<file path="src/rtl/rx_disparity_monitor.sv">
// ============================================================================
// Module  : rx_disparity_monitor
// Brief   : Per-lane 10-bit running-disparity checker with error counters and
//           windowed error-rate alarm. Optional counters: RX_DISP_ERR_CNT_EN.
// Revision: 1.0 - initial release
// ============================================================================
`default_nettype none

module rx_disparity_monitor #(
    parameter int LANES      = 4,
    parameter int ERR_CNT_W  = 8,
    parameter int WINDOW     = 64,
    parameter int ERR_THRESH = 4
) (
    input  logic                       BitCLK_10,
    input  logic                       Reset,
    input  logic [LANES-1:0]           RxValid,
    input  logic [10*LANES-1:0]        RxParallel_10,
    input  logic                       CntClear,
    output logic [LANES-1:0]           Disparity_Error,
    output logic [LANES-1:0]           Running_Disp,
    output logic [ERR_CNT_W*LANES-1:0] Err_Count,
    output logic [LANES-1:0]           Err_Alarm
);

    localparam int             CW       = $clog2(WINDOW + 1);
    localparam logic [CW-1:0]  WIN_LAST = CW'(WINDOW - 1);
    localparam logic [CW-1:0]  THRESH_V = CW'(ERR_THRESH);
    localparam logic [0:0]     ST_OK    = 1'b0;
    localparam logic [0:0]     ST_ALARM = 1'b1;

    function automatic logic [3:0] ones10(input logic [9:0] s);
        logic [3:0] n;
        n = 4'd0;
        for (int b = 0; b < 10; b++) n = n + {3'd0, s[b]};
        return n;
    endfunction

`ifndef RX_DISP_ERR_CNT_EN
    logic unused_clear;
    assign unused_clear = CntClear;
`endif

    for (genvar i = 0; i < LANES; i++) begin : g_lane
        logic [9:0]    sym;
        logic [3:0]    n;
        logic          err, err_v, rd_nxt;
        logic          rd, de;
        logic [0:0]    state, state_nxt;
        logic [CW-1:0] win_cnt, win_cnt_nxt, win_err, win_err_nxt;
        logic [CW-1:0] clean_cnt, clean_cnt_nxt;

        assign sym = RxParallel_10[10*i +: 10];

        always_comb begin
            n      = ones10(sym);
            err    = 1'b0;
            rd_nxt = rd;
            case (n)
                4'd5:    err = 1'b0;
                4'd6:    begin err = rd;  rd_nxt = 1'b1; end
                4'd4:    begin err = ~rd; rd_nxt = 1'b0; end
                default: err = 1'b1;
            endcase
            err_v = RxValid[i] & err;
        end

        always_ff @(posedge BitCLK_10 or negedge Reset) begin
            if (!Reset) begin
                rd <= 1'b0;
                de <= 1'b0;
            end else begin
                de <= err_v;
                if (RxValid[i]) rd <= rd_nxt;
            end
        end

        // Alarm FSM: state register
        always_ff @(posedge BitCLK_10 or negedge Reset) begin
            if (!Reset) begin
                state     <= ST_OK;
                win_cnt   <= '0;
                win_err   <= '0;
                clean_cnt <= '0;
            end else begin
                state     <= state_nxt;
                win_cnt   <= win_cnt_nxt;
                win_err   <= win_err_nxt;
                clean_cnt <= clean_cnt_nxt;
            end
        end

        // Alarm FSM: next state; the last symbol of a window still counts in it
        always_comb begin
            state_nxt     = state;
            win_cnt_nxt   = win_cnt;
            win_err_nxt   = win_err;
            clean_cnt_nxt = clean_cnt;
            if (RxValid[i]) begin
                case (state)
                    ST_OK: begin
                        if (win_err + CW'(err) == THRESH_V) begin
                            state_nxt     = ST_ALARM;
                            win_cnt_nxt   = '0;
                            win_err_nxt   = '0;
                            clean_cnt_nxt = '0;
                        end else if (win_cnt == WIN_LAST) begin
                            win_cnt_nxt = '0;
                            win_err_nxt = '0;
                        end else begin
                            win_cnt_nxt = win_cnt + CW'(1);
                            win_err_nxt = win_err + CW'(err);
                        end
                    end
                    ST_ALARM: begin
                        if (err) begin
                            clean_cnt_nxt = '0;
                        end else if (clean_cnt == WIN_LAST) begin
                            state_nxt     = ST_OK;
                            win_cnt_nxt   = '0;
                            win_err_nxt   = '0;
                            clean_cnt_nxt = '0;
                        end else begin
                            clean_cnt_nxt = clean_cnt + CW'(1);
                        end
                    end
                    default: state_nxt = ST_OK;
                endcase
            end
        end

        // Alarm FSM: output
        always_comb begin
            Err_Alarm[i] = (state == ST_ALARM);
        end

        assign Disparity_Error[i] = de;
        assign Running_Disp[i]    = rd;

`ifdef RX_DISP_ERR_CNT_EN
        logic [ERR_CNT_W-1:0] cnt;
        always_ff @(posedge BitCLK_10 or negedge Reset) begin
            if (!Reset)                   cnt <= '0;
            else if (CntClear)            cnt <= '0;
            else if (err_v && cnt != '1)  cnt <= cnt + ERR_CNT_W'(1);
        end
        assign Err_Count[ERR_CNT_W*i +: ERR_CNT_W] = cnt;
`else
        assign Err_Count[ERR_CNT_W*i +: ERR_CNT_W] = '0;
`endif
    end

endmodule

`default_nettype wire
</file>
<file path="config.mk">
export PLATFORM = sky130hd
export DESIGN_NAME = rx_disparity_monitor
export DESIGN_NICKNAME = d
export VERILOG_FILES = /design/src/rtl/rx_disparity_monitor.sv
export SDC_FILE = /design/constraint.sdc
export NUM_CORES = 1
export LEC_CHECK = 0
export CAP_MARGIN = 10
export CELL_PAD_IN_SITES_DETAIL_PLACEMENT = 2
export CELL_PAD_IN_SITES_GLOBAL_PLACEMENT = 2
export CORE_ASPECT_RATIO = 0.75
export CORE_UTILIZATION = 31
export DETAILED_ROUTE_END_ITERATION = 10
export PLACE_DENSITY = 0.73
export SETUP_SLACK_MARGIN = 0.1
export SKIP_LAST_GASP = 1
export SLEW_MARGIN = 20
export SYNTH_ARGS = -nofsm -noshare
export SYNTH_HDL_FRONTEND = slang
export SYNTH_SLANG_ARGS = --single-unit
</file>
<file path="constraint.sdc">
create_clock -name BitCLK_10 -period 2.8 [get_ports BitCLK_10]
set_input_delay 0.28 -clock BitCLK_10 [delete_from_list [all_inputs] [get_ports BitCLK_10]]
set_output_delay 0.28 -clock BitCLK_10 [all_outputs]
set_load 0.02 [all_outputs]
</file>
==> flow_metrics.tcl <==
set metrics [dict create \
    clkTransAtPathRegs_ns 0.07 \
    grt_util_met1_pct 22.6 \
    antenna_found_initial 0 \
    finalHoldViolCount 19 \
    cp.buffers_inverters 8 \
    place_ws_ns -2.40 \
    grt_pass1_wl_um 31800 \
    ff2ff_path_depth 14 \
    violations "negative hold slack, negative setup slack" \
    die_y_um 127 \
    slew_headroom_pct 50.9 \
    ctsHoldBuffers 0 \
    avgRoutedWirePerCell_um 19.7 \
    yosysWarnings 0 \
    rsz0062_at_grt "true" \
    utilization_pct 46.0 \
    yosysSeqAreaShare_pct 37.5 \
    grt.total_usage_pct 18.6 \
    slowest_stage "fa_2" \
    synth.ff_latch_count 96 \
    finalMaxSlewViolations 0 \
    place_congestion 0.797 \
    max_freq_mhz 227 \
    critical_path.max_stage_delay_ns 0.56 \
    worstSetupStartpointType "input port" \
    grt_util_met2_pct 34.3 \
    drc 0 \
    rows 45 \
    grt_pass1_vias 6324 \
    ctsRootBufferMaster "clkbuf_16" \
    critical_path_class "in -> reg" \
    worst_pin_slew_ns 0.736 \
    ys_types 64 \
    setup_viol_count_final 96 \
    hpwl_um 13200 \
    tns_ns -123.42 \
    grt_max_degree 53 \
    drive_gt1_share_pct 35.7 \
    diodes 0 \
    finalCritPeriodShare_pct 157 \
    cp_data_required_time_ns 3.07 \
    path_max_fanout 8 \
    n_fill_cell 2065 \
    dr.pass1.iters 4 \
    synth-edff-count 0 \
    cts-buffers-inserted 9 \
    leakage_nw 3.94 \
    viasPerCell 5.29 \
    critPathArrivalTime_ns 4.68 \
    drt_wl_total_um 21500 \
    r2r_start "g_lane[2].rd$_DFFE_PN0P_" \
    cts_tree "done" \
    p_per_area_nw_per_um2 930 \
    outcome "complete, but fails checks" \
    min_path_type "in -> async" \
    busiest_layer "met2" \
    use_met3_pct 2.75 \
    dr_total_vias 5773 \
    cp-end-kind "register" \
    drv_cap 0 \
    start_util_pct 31.6 \
    htreeDepth 3 \
    peakVddDrop_uv 364 \
    die_area_um2 21300 \
    r2r_setup_slack_ns 0.12 \
    clock-skew-final_ns 0.0143 \
    cp_top_family "adder cells" \
    core_um2 20300 \
    netlist_instances 680 \
    areaGrowthSynthToFinish_pct 45.4 \
    syn_area_um2 6410 \
    r2r-end "g_lane[2].win_cnt[3]$_DFFE_PN0P_" \
    syn_area_per_cell_um2 9.42 \
    finalWorstSetupSlack_ns -1.61 \
    cts.sink_count 96 \
    finish.net_count 928 \
    die_x_um 168 \
    drtAntennaViolNets 0 \
    async_flop_share_pct 100 \
    clockBufferDepth 2 \
    fin_crit_ns 4.41 \
    insertion_delay_ns 0.36 \
    synthFlopType "dfrtp_1" \
    overflow 0 \
    path_cells "buf_2 -> fa_1 -> fa_1 -> inv_1 -> fa_1 -> inv_2 -> ha_4 -> inv_2 -> fa_2 -> xor2_2 -> nand2_2 -> buf_6 -> ha_1 -> nand3_1 -> xnor2_1 -> buf_4 -> nor4_4 -> buf_4 -> a21oi_4 -> buf_4 -> nand4b_1 -> a31oi_1" \
    drt_iter0_markers 195 \
    whs_ns -0.0226 \
    io-pin-count 91 \
    port_buffers 57 \
]
[where the power goes]
part	total [mW]	switching (mW)	internal, mW
logic	5.05	2.48	2.56
clock network	1.18	0.546	0.631
registers	2.44	0.674	1.76
total	8.66	3.70	4.96
[through the flow]
| stage | total power, mW | area (um2) | cells |
|---|---|---|---|
| after floorplan | 4.72 | 6920 | 711 |
| after global placement | 5.75 | 7890 | 1031 |
| after detailed placement | 6.01 | 7890 | 1031 |
| after CTS | 7.83 | 8700 | 1071 |
| after global routing | 9.22 | 9310 | 1092 |
| final | 8.66 | 9310 | 1092 |
[per-layer routing]
metal / share of wire [%] / routed length [um]
met5: 0 / 0
met1: 43 / 9270
met2: 53 / 11300
met4: 1.7 / 374
met3: 2.5 / 530
[synthesized netlist by cell type (10+ instances only)]
library cell	n	share of area, %
dfrtp_1	96	37
nand2_1	73	4.3
inv_1	51	3.0
buf_4	45	5.3
nand3_1	40	3.1
o21ai_0	36	2.8
nor2_1	31	1.8
ha_1	28	5.5
a21oi_1	24	1.9
fa_1	24	7.5
a22o_1	17	2.3
a31oi_1	15	1.5
o31ai_1	14	1.6
and3_1	13	1.3
nand4_1	12	1.2
nor2b_1	12	1.2
xnor2_1	10	1.4
[flip-flops by register name, summed over array words and instances (netlist names)]
signal            count
g_lane.rd             4
g_lane.state          4
g_lane.win_err       28
g_lane.win_cnt       28
g_lane.clean_cnt     28
g_lane.de             4
[final cells by class]
cell class | instances | area [um2] | share of cell area, %
Sequential cell | 96 | 2400 | 25.8
Multi-Input combinational cell | 508 | 4660 | 50.0
Clock buffer | 16 | 262 | 2.81
Tap cell | 258 | 323 | 3.47
Timing Repair Buffer | 163 | 1470 | 15.8
Inverter | 51 | 194 | 2.08
[worst register-to-register path: stages, from the launching register on]
cell      delay [ns]
dfrtp_1         0.41
nor2_1          0.21
xor2_2          0.20
nand2_2         0.09
buf_6           0.12
ha_1            0.20
nand3_1         0.10
xnor2_1         0.13
buf_4           0.15
nor4_4          0.05
buf_4           0.16
a21oi_4         0.27
buf_4           0.16
nand4b_1        0.13
a31oi_1         0.23
[worst max path at each step]
stage / end / slack (ns) / from / cells past startpoint
global route: g_lane[2].win_cnt[3]$_DFFE_PN0P_ / -1.78 / RxParallel_10[20] / 22
global placement: g_lane[2].clean_cnt[0]$_DFFE_PN0P_ / -2.22 / RxParallel_10[20] / 19
finish: g_lane[2].win_cnt[3]$_DFFE_PN0P_ / -1.61 / RxParallel_10[21] / 22
CTS: g_lane[0].win_cnt[5]$_DFFE_PN0P_ / -1.70 / RxParallel_10[9] / 20
floorplan: g_lane[0].win_cnt[5]$_DFFE_PN0P_ / -1.70 / RxParallel_10[0] / 19
detailed placement: g_lane[2].clean_cnt[0]$_DFFE_PN0P_ / -2.40 / RxParallel_10[20] / 19
[cell usage in the layout, fill, tap and decap left out, drive strengths merged, types with 13 or more instances in the layout]
cell,instances
a21oi,25
a22o,17
a31oi,16
and3,13
buf,128
clkbuf,18
clkdlybuf4s50,32
conb,32
dfrtp,96
fa,24
ha,28
inv,51
nand2,75
nand3,40
nor2,31
o21ai,39
o31ai,15
[logic make-up (layout without fill, tap and decap cells)]
group / Yosys count / count (layout) / synth area share, %
simple gates: 237 / 237 / 19.2
compound gates: 160 / 161 / 17.3
buf+inv: 108 / 230 / 9.22
flops: 96 / 96 / 37.5
fa+ha+maj: 52 / 52 / 13.0
xor+xnor: 19 / 19 / 2.60
mux: 7 / 7 / 1.13
other cells: 1 / 32 / 0.0585
[what timing repair did]
| item | 4_1_cts | 5_1_grt |
|---|---|---|
| gates cloned | 1 | 0 |
| gates resized for setup | 180 | 88 |
| endpoints found under the setup margin | 96 | 96 |
| pin swaps | 81 | 75 |
| endpoints found under the hold margin | 0 | 0 |
| setup buffers | 30 | 25 |
Power figures use the tool's default switching activity.
